==> src/rtl/pc_pkg.sv <==
// pc_pkg: shared definitions for the PC prediction slice.
//   - pc_action_e      : PC action codes used by the fetch stage.
//   - COND_*           : resolve_cond encodings (Never=0 .. Lez=7).
//   - CTR_*            : 2-bit saturating counter reset/allocate/limit values.
//   - ctr_update()     : saturating counter step used by the table update.
package pc_pkg;

  typedef enum logic [1:0] {
    PC_ACT_SEQ    = 2'd0,
    PC_ACT_BRANCH = 2'd1,
    PC_ACT_JUMP   = 2'd2,
    PC_ACT_TRAP   = 2'd3
  } pc_action_e;

  localparam logic [2:0] COND_NEVER  = 3'd0;
  localparam logic [2:0] COND_ALWAYS = 3'd1;
  localparam logic [2:0] COND_EQ     = 3'd2;
  localparam logic [2:0] COND_NE     = 3'd3;
  localparam logic [2:0] COND_GEZ    = 3'd4;
  localparam logic [2:0] COND_LTZ    = 3'd5;
  localparam logic [2:0] COND_GTZ    = 3'd6;
  localparam logic [2:0] COND_LEZ    = 3'd7;

  // Counter value after reset: weakly not-taken.
  localparam logic [1:0] CTR_RESET        = 2'd1;
  // Unconditional jumps start strongly taken, conditional branches weakly taken.
  localparam logic [1:0] CTR_ALLOC_ALWAYS = 2'd3;
  localparam logic [1:0] CTR_ALLOC_COND   = 2'd2;
  localparam logic [1:0] CTR_MAX          = 2'd3;
  localparam logic [1:0] CTR_MIN          = 2'd0;

  function automatic logic [1:0] ctr_update(input logic [1:0] ctr, input logic taken);
    logic [1:0] res;
    res = ctr;
    if (taken) begin
      if (ctr != CTR_MAX) res = ctr + 2'd1;
      else                res = ctr;
    end else begin
      if (ctr != CTR_MIN) res = ctr - 2'd1;
      else                res = ctr;
    end
    return res;
  endfunction

endpackage

==> src/rtl/pc_condition.sv <==
// pc_condition: combinational evaluation of the actual branch outcome.
//   cond_i     : resolve_cond encoding from pc_pkg (COND_*)
//   zeroflag_i : ALU zero/compare flag
//   zeroreg_i  : source register equals zero
//   actual_o   : 1 when the branch/jump is actually taken
module pc_condition
  import pc_pkg::*;
(
  input  logic [2:0] cond_i,
  input  logic       zeroflag_i,
  input  logic       zeroreg_i,
  output logic       actual_o
);

  // Map each condition kind onto the flags it depends on.
  always_comb begin
    actual_o = 1'b0;
    case (cond_i)
      COND_NEVER:  actual_o = 1'b0;
      COND_ALWAYS: actual_o = 1'b1;
      COND_EQ:     actual_o = zeroflag_i;
      COND_NE:     actual_o = !zeroflag_i;
      COND_GEZ:    actual_o = !zeroflag_i;
      COND_LTZ:    actual_o = zeroflag_i;
      COND_GTZ:    actual_o = !zeroflag_i && !zeroreg_i;
      COND_LEZ:    actual_o = zeroflag_i || zeroreg_i;
      default:     actual_o = 1'b0;
    endcase
  end

endmodule

==> src/rtl/pc_predict.sv <==
// pc_predict: direct-mapped branch target predictor with 2-bit counters.
//   clock, reset_n          : rising-edge clock, async active-low reset
//   fetch_pc                : PC looked up combinationally
//   predict_hit/_taken/_target : lookup result (target = fetch_pc+4 if not taken)
//   resolve_*               : resolving branch/jump, drives table update
//   zeroflag, zeroreg       : flags for outcome evaluation
//   redirect_valid/_pc      : registered one-cycle mispredict redirect
//   stat_clear              : synchronous clear of both statistics counters
//   stat_branches/_mispredicts : saturating statistics
module pc_predict
  import pc_pkg::*;
#(
  parameter int WIDTH     = 32,
  parameter int ENTRIES   = 16,
  parameter int STAT_BITS = 16
) (
  input  logic                 clock,
  input  logic                 reset_n,
  input  logic [WIDTH-1:0]     fetch_pc,
  output logic                 predict_hit,
  output logic                 predict_taken,
  output logic [WIDTH-1:0]     predict_target,
  input  logic                 resolve_valid,
  input  logic [WIDTH-1:0]     resolve_pc,
  input  logic [2:0]           resolve_cond,
  input  logic                 zeroflag,
  input  logic                 zeroreg,
  input  logic [WIDTH-1:0]     resolve_target,
  input  logic                 resolve_pred_taken,
  input  logic [WIDTH-1:0]     resolve_pred_target,
  output logic                 redirect_valid,
  output logic [WIDTH-1:0]     redirect_pc,
  input  logic                 stat_clear,
  output logic [STAT_BITS-1:0] stat_branches,
  output logic [STAT_BITS-1:0] stat_mispredicts
);

  localparam int IDX   = $clog2(ENTRIES);
  localparam int TAG_W = WIDTH - IDX - 2;
  localparam logic [WIDTH-1:0]     PC_STEP  = WIDTH'(4);
  localparam logic [STAT_BITS-1:0] STAT_MAX = {STAT_BITS{1'b1}};
  localparam logic [STAT_BITS-1:0] STAT_ONE = {{(STAT_BITS-1){1'b0}}, 1'b1};

  logic             valid_q  [ENTRIES];
  logic [TAG_W-1:0] tag_q    [ENTRIES];
  logic [WIDTH-1:0] target_q [ENTRIES];
  logic [1:0]       ctr_q    [ENTRIES];

  logic [IDX-1:0]   fetch_idx_s, res_idx_s;
  logic [TAG_W-1:0] fetch_tag_s, res_tag_s;
  logic             res_hit_s, actual_s, upd_s, mispredict_s;

  logic             tbl_we_s;
  logic             valid_d;
  logic [TAG_W-1:0] tag_d;
  logic [WIDTH-1:0] target_d;
  logic [1:0]       ctr_d;

  logic                 redirect_valid_q;
  logic [WIDTH-1:0]     redirect_pc_q, redirect_pc_d;
  logic [STAT_BITS-1:0] stat_br_q, stat_br_d, stat_mp_q, stat_mp_d;

  // Instruction alignment bits never take part in indexing or tagging.
  logic lowbits_unused_s;
  assign lowbits_unused_s = ^{fetch_pc[1:0], resolve_pc[1:0]};

  assign fetch_idx_s = fetch_pc[IDX+1:2];
  assign fetch_tag_s = fetch_pc[WIDTH-1:IDX+2];
  assign res_idx_s   = resolve_pc[IDX+1:2];
  assign res_tag_s   = resolve_pc[WIDTH-1:IDX+2];

  // Lookup reads only registered table state, so a same-cycle update is not visible.
  assign predict_hit    = valid_q[fetch_idx_s] && (tag_q[fetch_idx_s] == fetch_tag_s);
  assign predict_taken  = predict_hit && ctr_q[fetch_idx_s][1];
  assign predict_target = predict_taken ? target_q[fetch_idx_s] : (fetch_pc + PC_STEP);

  pc_condition u_cond (
    .cond_i     (resolve_cond),
    .zeroflag_i (zeroflag),
    .zeroreg_i  (zeroreg),
    .actual_o   (actual_s)
  );

  assign res_hit_s    = valid_q[res_idx_s] && (tag_q[res_idx_s] == res_tag_s);
  assign upd_s        = resolve_valid && (resolve_cond != COND_NEVER);
  assign mispredict_s = upd_s && ((actual_s != resolve_pred_taken) ||
                                  (actual_s && (resolve_target != resolve_pred_target)));

  // Next contents of the resolving entry: train on hit, allocate on taken miss.
  always_comb begin
    tbl_we_s = 1'b0;
    valid_d  = valid_q[res_idx_s];
    tag_d    = tag_q[res_idx_s];
    target_d = target_q[res_idx_s];
    ctr_d    = ctr_q[res_idx_s];
    if (upd_s) begin
      if (res_hit_s) begin
        tbl_we_s = 1'b1;
        ctr_d    = ctr_update(ctr_q[res_idx_s], actual_s);
        if (actual_s) target_d = resolve_target;
        else          target_d = target_q[res_idx_s];
      end else if (actual_s) begin
        tbl_we_s = 1'b1;
        valid_d  = 1'b1;
        tag_d    = res_tag_s;
        target_d = resolve_target;
        if (resolve_cond == COND_ALWAYS) ctr_d = CTR_ALLOC_ALWAYS;
        else                             ctr_d = CTR_ALLOC_COND;
      end else begin
        tbl_we_s = 1'b0;
      end
    end else begin
      tbl_we_s = 1'b0;
    end
  end

  // Redirect PC and saturating statistics; clear wins over increment.
  always_comb begin
    redirect_pc_d = redirect_pc_q;
    stat_br_d     = stat_br_q;
    stat_mp_d     = stat_mp_q;
    if (mispredict_s) redirect_pc_d = actual_s ? resolve_target : (resolve_pc + PC_STEP);
    else              redirect_pc_d = redirect_pc_q;
    if (stat_clear) begin
      stat_br_d = {STAT_BITS{1'b0}};
      stat_mp_d = {STAT_BITS{1'b0}};
    end else begin
      if (upd_s && (stat_br_q != STAT_MAX)) stat_br_d = stat_br_q + STAT_ONE;
      else                                  stat_br_d = stat_br_q;
      if (mispredict_s && (stat_mp_q != STAT_MAX)) stat_mp_d = stat_mp_q + STAT_ONE;
      else                                         stat_mp_d = stat_mp_q;
    end
  end

  // Prediction table storage.
  always_ff @(posedge clock or negedge reset_n) begin
    if (!reset_n) begin
      for (int i = 0; i < ENTRIES; i++) begin
        valid_q[i]  <= 1'b0;
        tag_q[i]    <= {TAG_W{1'b0}};
        target_q[i] <= {WIDTH{1'b0}};
        ctr_q[i]    <= CTR_RESET;
      end
    end else if (tbl_we_s) begin
      valid_q[res_idx_s]  <= valid_d;
      tag_q[res_idx_s]    <= tag_d;
      target_q[res_idx_s] <= target_d;
      ctr_q[res_idx_s]    <= ctr_d;
    end
  end

  // Redirect strobe and statistics registers.
  always_ff @(posedge clock or negedge reset_n) begin
    if (!reset_n) begin
      redirect_valid_q <= 1'b0;
      redirect_pc_q    <= {WIDTH{1'b0}};
      stat_br_q        <= {STAT_BITS{1'b0}};
      stat_mp_q        <= {STAT_BITS{1'b0}};
    end else begin
      redirect_valid_q <= mispredict_s;
      redirect_pc_q    <= redirect_pc_d;
      stat_br_q        <= stat_br_d;
      stat_mp_q        <= stat_mp_d;
    end
  end

  assign redirect_valid   = redirect_valid_q;
  assign redirect_pc      = redirect_pc_q;
  assign stat_branches    = stat_br_q;
  assign stat_mispredicts = stat_mp_q;

endmodule

==> config.mk <==
export PLATFORM = sky130hd
export DESIGN_NAME = pc_predict
export DESIGN_NICKNAME = d
export VERILOG_FILES = /design/src/rtl/pc_pkg.sv /design/src/rtl/pc_condition.sv /design/src/rtl/pc_predict.sv
export SDC_FILE = /design/constraint.sdc
export NUM_CORES = 2
export LEC_CHECK = 0
export CELL_PAD_IN_SITES_DETAIL_PLACEMENT = 1
export CELL_PAD_IN_SITES_GLOBAL_PLACEMENT = 2
export CORE_MARGIN = 2
export CORE_UTILIZATION = 42
export CTS_CLUSTER_SIZE = 16
export DETAILED_ROUTE_END_ITERATION = 8
export HOLD_SLACK_MARGIN = 0.05
export PLACE_DENSITY_LB_ADDON = 0.1
export SLEW_MARGIN = 10
export SYNTH_ARGS = -nofsm -noshare
export SYNTH_HDL_FRONTEND = slang
export SYNTH_SLANG_ARGS = --single-unit
==> constraint.sdc <==
create_clock -name clock -period 10.1 [get_ports clock]
set_clock_uncertainty 0.2 [all_clocks]
set_input_delay 2.525 -clock clock [delete_from_list [all_inputs] [get_ports clock]]
set_output_delay 2.525 -clock clock [all_outputs]
set_load 0.005 [all_outputs]
Yosys cells after proc, flatten, opt, wreduce, memory -nomap -nowiden
Cells that the tools add are included.

Register bits after elaboration: 1041. Input port bits: 138. Output and inout bits: 99. Word-level logic and storage cells: 175.

Add/sub/neg operators: 6. $lt $le $gt $ge: 3. Eq/ne operators: 14. Muxes and demuxes: 61. Bitwise logic cells: 2. Reductions and logical operators: 21.

Operators with widths (number): $bwmux W512 (1); $bwmux W416 (1); $mux W32 (9); $bmux W32 S4 (2); $bmux W26 S4 (2); $mux W26 (8); $demux W32 S4 (1); $demux W26 S4 (1); $add A32 B3 Y32 const B (2); $mux W16 (4); $eq A26 B26 Y1 (2); $add A16 B1 Y16 const B (2); $bwmux W32 (1); $ne A16 B16 Y1 const B (2); $ne A32 B32 Y1 (1); $mux W2 (11); $bmux W2 S4 (2); $bwmux W16 (1); $eq A3 B3 Y1 const B (4); $mux W1 (12); $ge A5 B5 Y1 const B (2); $logic_and A1 B1 Y1 (10); $not A4 Y5 (2); $bmux W1 S4 (2); other kinds (16) (22).

Longest topological paths before layout
Word-level depth: 10. Mapped depth: 19. Mapped depth without buffers: 10.

Cells and area by module
From an unflattened synthesis, not the netlist that was laid out.

Cells, all modules: 3970. Area, all modules: 58886.5 µm².

By module, submodules not included: pc_predict (times used 1, cells an instance 3966, area an instance 58857.7 µm², seq. area each 26070.0 µm²); pc_condition (times used 1, cells an instance 4, area an instance 28.8 µm², seq. area each 0.0 µm²).

Least setup slack after synthesis
OpenSTA, ideal clock, no wires.

Path kind: input to output. From: input port fetch_pc[2]. To: output port predict_target[22]. Data arrival time: 5.983 ns. Data required time: 7.375 ns. Path slack: 1.392 ns. Stages: 12. Buffers on the path: 5. Cell sequence: buf_2 > buf_2 > buf_1 > mux4_2 > mux4_2 > xnor2_1 > nand4_1 > nor2_1 > nor4bb_1 > clkbuf_1 > buf_2 > mux2_2.

Word-level cells in the longest chain between the ends: 8. Elaborated cells on any way between the ends: 18. Classes of those cells: add/sub: 1; eq/ne: 1; mux: 13; bitwise: 1; reduce/logical: 2.

Ends and longest elaborated chain: start: declaration (RTL line pc_predict.sv:19) `input logic [WIDTH-1:0] fetch_pc,`; $not A4 Y5 (implied by the code) (RTL line pc_predict.sv:73, pc_predict.sv:74, pc_predict.sv:75); $bmux W26 S4 (RTL line pc_predict.sv:73) `assign predict_hit = valid_q[fetch_idx_s] && (tag_q[fetch_idx_s] == fetch_tag_s);`; $mux W26 (implied by the code) (2 in series) (RTL line pc_predict.sv:73); $eq A26 B26 Y1 (RTL line pc_predict.sv:73); $logic_and A1 B1 Y1 (RTL line pc_predict.sv:73); $logic_and A1 B1 Y1 (RTL line pc_predict.sv:74) `assign predict_taken = predict_hit && ctr_q[fetch_idx_s][1];`; $mux W32 (*) (RTL line pc_predict.sv:75) `assign predict_target = predict_taken ? target_q[fetch_idx_s] : (fetch_pc + PC_STEP);`; end: declaration (RTL line pc_predict.sv:22) `output logic [WIDTH-1:0] predict_target,`.

Mark *: on every way between the ends. The rest lies on a longest branch, timed or not. The select of a mux whose other input is x is not followed.

Worst setup path in the final report
From: input port fetch_pc[2]. To: output port predict_target[26].

Same word-level chain as after synthesis.

==> impl_metrics.toml <==
[outcome]
status = "finished clean"

[routing]
viasPerCell = 6.10
drc = 0
dr.pass1.iters = 5
wirelength_mm = 213
antenna_left = 0
wl_per_cell_um = 30.6
vias = 42516
drt_iter0_drc = 3515

[logic_synthesis]
synth_warnings = 0
synth_flop_cell = "dfrtp_1"
yosysUniqueCellTypes = 76
syn_area_per_cell_um2 = 11.3
synth.most_common_cell = "nand2_1"
yosysSeqAreaShare_pct = 45.8
ys_async_sr_fraction_pct = 100
synth_top_area_share_pct = 45.0
ys_ff_latch = 1041
synth_edf_count = 0
synthTopCellsByCount = "nand2_1, dfrtp_1, o21ai_0, mux4_2, o21ai_1"
synth.largest_area_cell = "dfrtp_1"
syn_nets = 5193
synthCells = 5048
synth_area_mm2 = 0.0570
netlist_top_cells_area = "dfrtp_1, mux4_2, nand2_1"

[floorplanning]
dieHeight_um = 372
rows = 135
die_w_um = 372
initial_core_util_pct = 42.2
die-area_mm2 = 0.139
io_pins = 237
coreArea_mm2 = 0.135

[timing]
rsz0062_at_grt = "no"
finalHoldViolations = 0
min_period_ns = 9.49
setup_tns_ns = 0
max_freq_mhz = 105
worstMarginPinSlew_ns = 1.24
period_share_pct = 94.0
maxSlewViolCount = 0
slew_headroom_pct = 14.9
finalSetupViolCount = 0

[finish]
final_nets = 5231
areaGrowthSynthToFinish_pct = 13.8
drive_gt1_share_pct = 19.9

[setup_path]
critPathRequiredTime_ns = 7.38
max_stage_delay_ns = 0.49
worstSetupStartpointType = "primary input"
endpoint_kind = "primary output"
crit_chain = "buf_8 -> buf_12 -> buf_4 -> mux4_2 -> mux2i_1 -> xnor2_1 -> a2111oi_0 -> a31o_2 -> o2111ai_1 -> nor2_1 -> nor4bb_4 -> buf_4 -> mux2_2 -> clkdlybuf4s50_1"
crit_type = "in -> out"
crit_arrival_ns = 6.76
path_max_fanout = 25
slowest_stage = "mux4_2"
crit_top_cell = "buf_4"

[place]
place.gp.congestion = 0.863
hpwl_mm = 137
numPortBuffers = 236

[pwr]
p_leak_nw = 26.7
power_switching_mw = 3.78
internal-power_mw = 8.60
finalPower_mw = 12.4
p_per_area_mw_per_mm2 = 191
ir_drop_uv = 135
power_switching_share_pct = 30.6
power_frac_clock_pct = 37.2
seqPwrFrac_pct = 42.9
power_frac_comb_pct = 19.9

[clocking]
postCtsSetupBuffers = 0
htreeDepth = 3
cts.sinks = 1041
clock_path_buffers = 3
clk_latency_ns = 0.77
cts_hold_buf = 0
path_clk_slew_ns = 0.06
cts_made_buffers = 120
cts_tree = "done"
cts-root-buf = "clkbuf_16"
cts_resized = 0

[global_route]
grt_use_total_pct = 31.2
grt_first_pass_wirelength_mm = 314
antenna_found_initial = 8
grt_pass1_vias = 43792
grt_start_max_net_pins = 168
grt-ovfl-total = 0

[hold_path]
hp-class = "reg -> reg"

[flow_run]
cap_violations = 0
[power by group through the flow]
stage | registers (mW) | clock network [mW] | logic [mW]
after floorplan | 5.16 | 0 | 1.64
after global placement | 5.34 | 0 | 2.39
after detailed placement | 5.37 | 0 | 2.45
after CTS | 5.30 | 4.69 | 2.46
after global routing | 5.38 | 4.85 | 2.69
final | 5.31 | 4.61 | 2.46
[layout make-up]
type | count | area [µm²]
antenna | 3 | 7.51
clock buffer | 171 | 3490
clock inverter | 56 | 662
fill | 14130 | 70200
inverter | 21 | 81.3
multi-input combinational | 3510 | 28400
sequential | 1041 | 26100
tap | 1781 | 2230
timing repair buffer | 392 | 3820
[critical path: cells and delay by family]
kind | cells | cell delay, ns
xor+xnor | 1 | 0.11
buf+inv | 5 | 1.53
simple gates | 2 | 0.53
compound gates | 3 | 0.83
mux | 3 | 1.14
[per-layer routing]
layer | wire (µm) | up-vias | global-route usage [%]
li1 | - | 18434 | -
met1 | 94800 | 22451 | 44.7
met2 | 98500 | 1361 | 48.7
met3 | 14400 | 264 | 5.72
met4 | 5680 | 6 | 8.63
met5 | 45 | - | 0
[state kept, by name, summed over array words and instances, names as in the netlist]
| register | flops |
|---|---|
| target_q | 512 |
| tag_q | 416 |
| valid_q | 16 |
| redirect_valid | 1 |
| redirect_pc | 32 |
| stat_branches | 16 |
| ctr_q | 32 |
| stat_mispredicts | 16 |
[placed cells by master (no fill, tap or decap), types with 7 or more instances in the layout]
cell             synthesis  final
o21ai_1                349    349
nor4_1                  24     24
mux2_2                  56     56
dfrtp_1               1025   1025
a21oi_1                 57     56
inv_1                   20     19
and3_1                  18     18
ha_1                     7      7
clkbuf_16                0    121
dfstp_2                 16     16
nand2b_1                22     22
clkdlybuf4s50_1          0    227
clkbuf_8                 0     27
nand2_1               1064   1063
o21ai_0                668    668
nor3_1                  20     20
buf_12                   0     21
a22o_1                   7      7
nand4_1                 24     24
xnor2_1                 80     79
mux2i_4                 20     20
mux4_2                 518    518
mux2i_2                  0     15
clkinv_2                 0     35
bufinv_16                0     11
o22ai_1                 12     12
o2111ai_4                1     15
buf_4                   14    135
xor2_1                  84     84
a211oi_1                17     17
clkbuf_1               222     23
nand3_1                 49     49
and2_1                   8      8
a22oi_1                 41     41
nor2_1                  90     90
nor2b_1                 25     22
mux2i_1                159    144
[through the flow]
step           setup slack, ns  util, %  hold WS [ns]  instances  area (µm²)
3_5_place_dp             0.593     44.9         0.255       6745       60600
6_report                 0.610     48.0         0.263       6975       64800
4_1_cts                  0.587     48.0         0.263       6972       64700
5_1_grt                  0.287     48.0         0.287       6972       64800
2_1_floorplan             1.39        -         0.243       5048       57000
3_3_place_gp             0.635     44.9         0.251       6745       60600
[path summary, 6_finish.rpt]
| path | startpoint | end | slack [ns] | depth (start not counted) |
|---|---|---|---|---|
| worst max-delay path | fetch_pc[2] | predict_target[26] | 0.61 | 14 |
| max in group asynchronous | reset_n | tag_q[122]$_DFFE_PN0P_ | 5.95 | 3 |
| worst max register to register | tag_q[31]$_DFFE_PN0P_ | target_q[385]$_DFFE_PN0P_ | 4.77 | 13 |
| min in group asynchronous | reset_n | target_q[213]$_DFFE_PN0P_ | 1.62 | 1 |
| worst min register to register | ctr_q[26]$_DFFE_PN1P_ | ctr_q[26]$_DFFE_PN1P_ | 0.26 | 2 |
| worst min-delay path | ctr_q[26]$_DFFE_PN1P_ | ctr_q[26]$_DFFE_PN1P_ | 0.26 | 2 |
[kinds of logic (layout without fill, tap and decap cells)]
family | Yosys count | in the layout | synth area share, %
simple gates | 1371 | 1371 | 9.95
compound gates | 1213 | 1213 | 11.5
flops | 1041 | 1041 | 45.8
mux | 755 | 755 | 25.3
buf+inv | 497 | 640 | 4.85
xor+xnor | 164 | 164 | 2.52
fa+ha+maj | 7 | 7 | 0.154
other cells | 0 | 3 | 0
No activity file was read; power rests on OpenSTA's default activity.
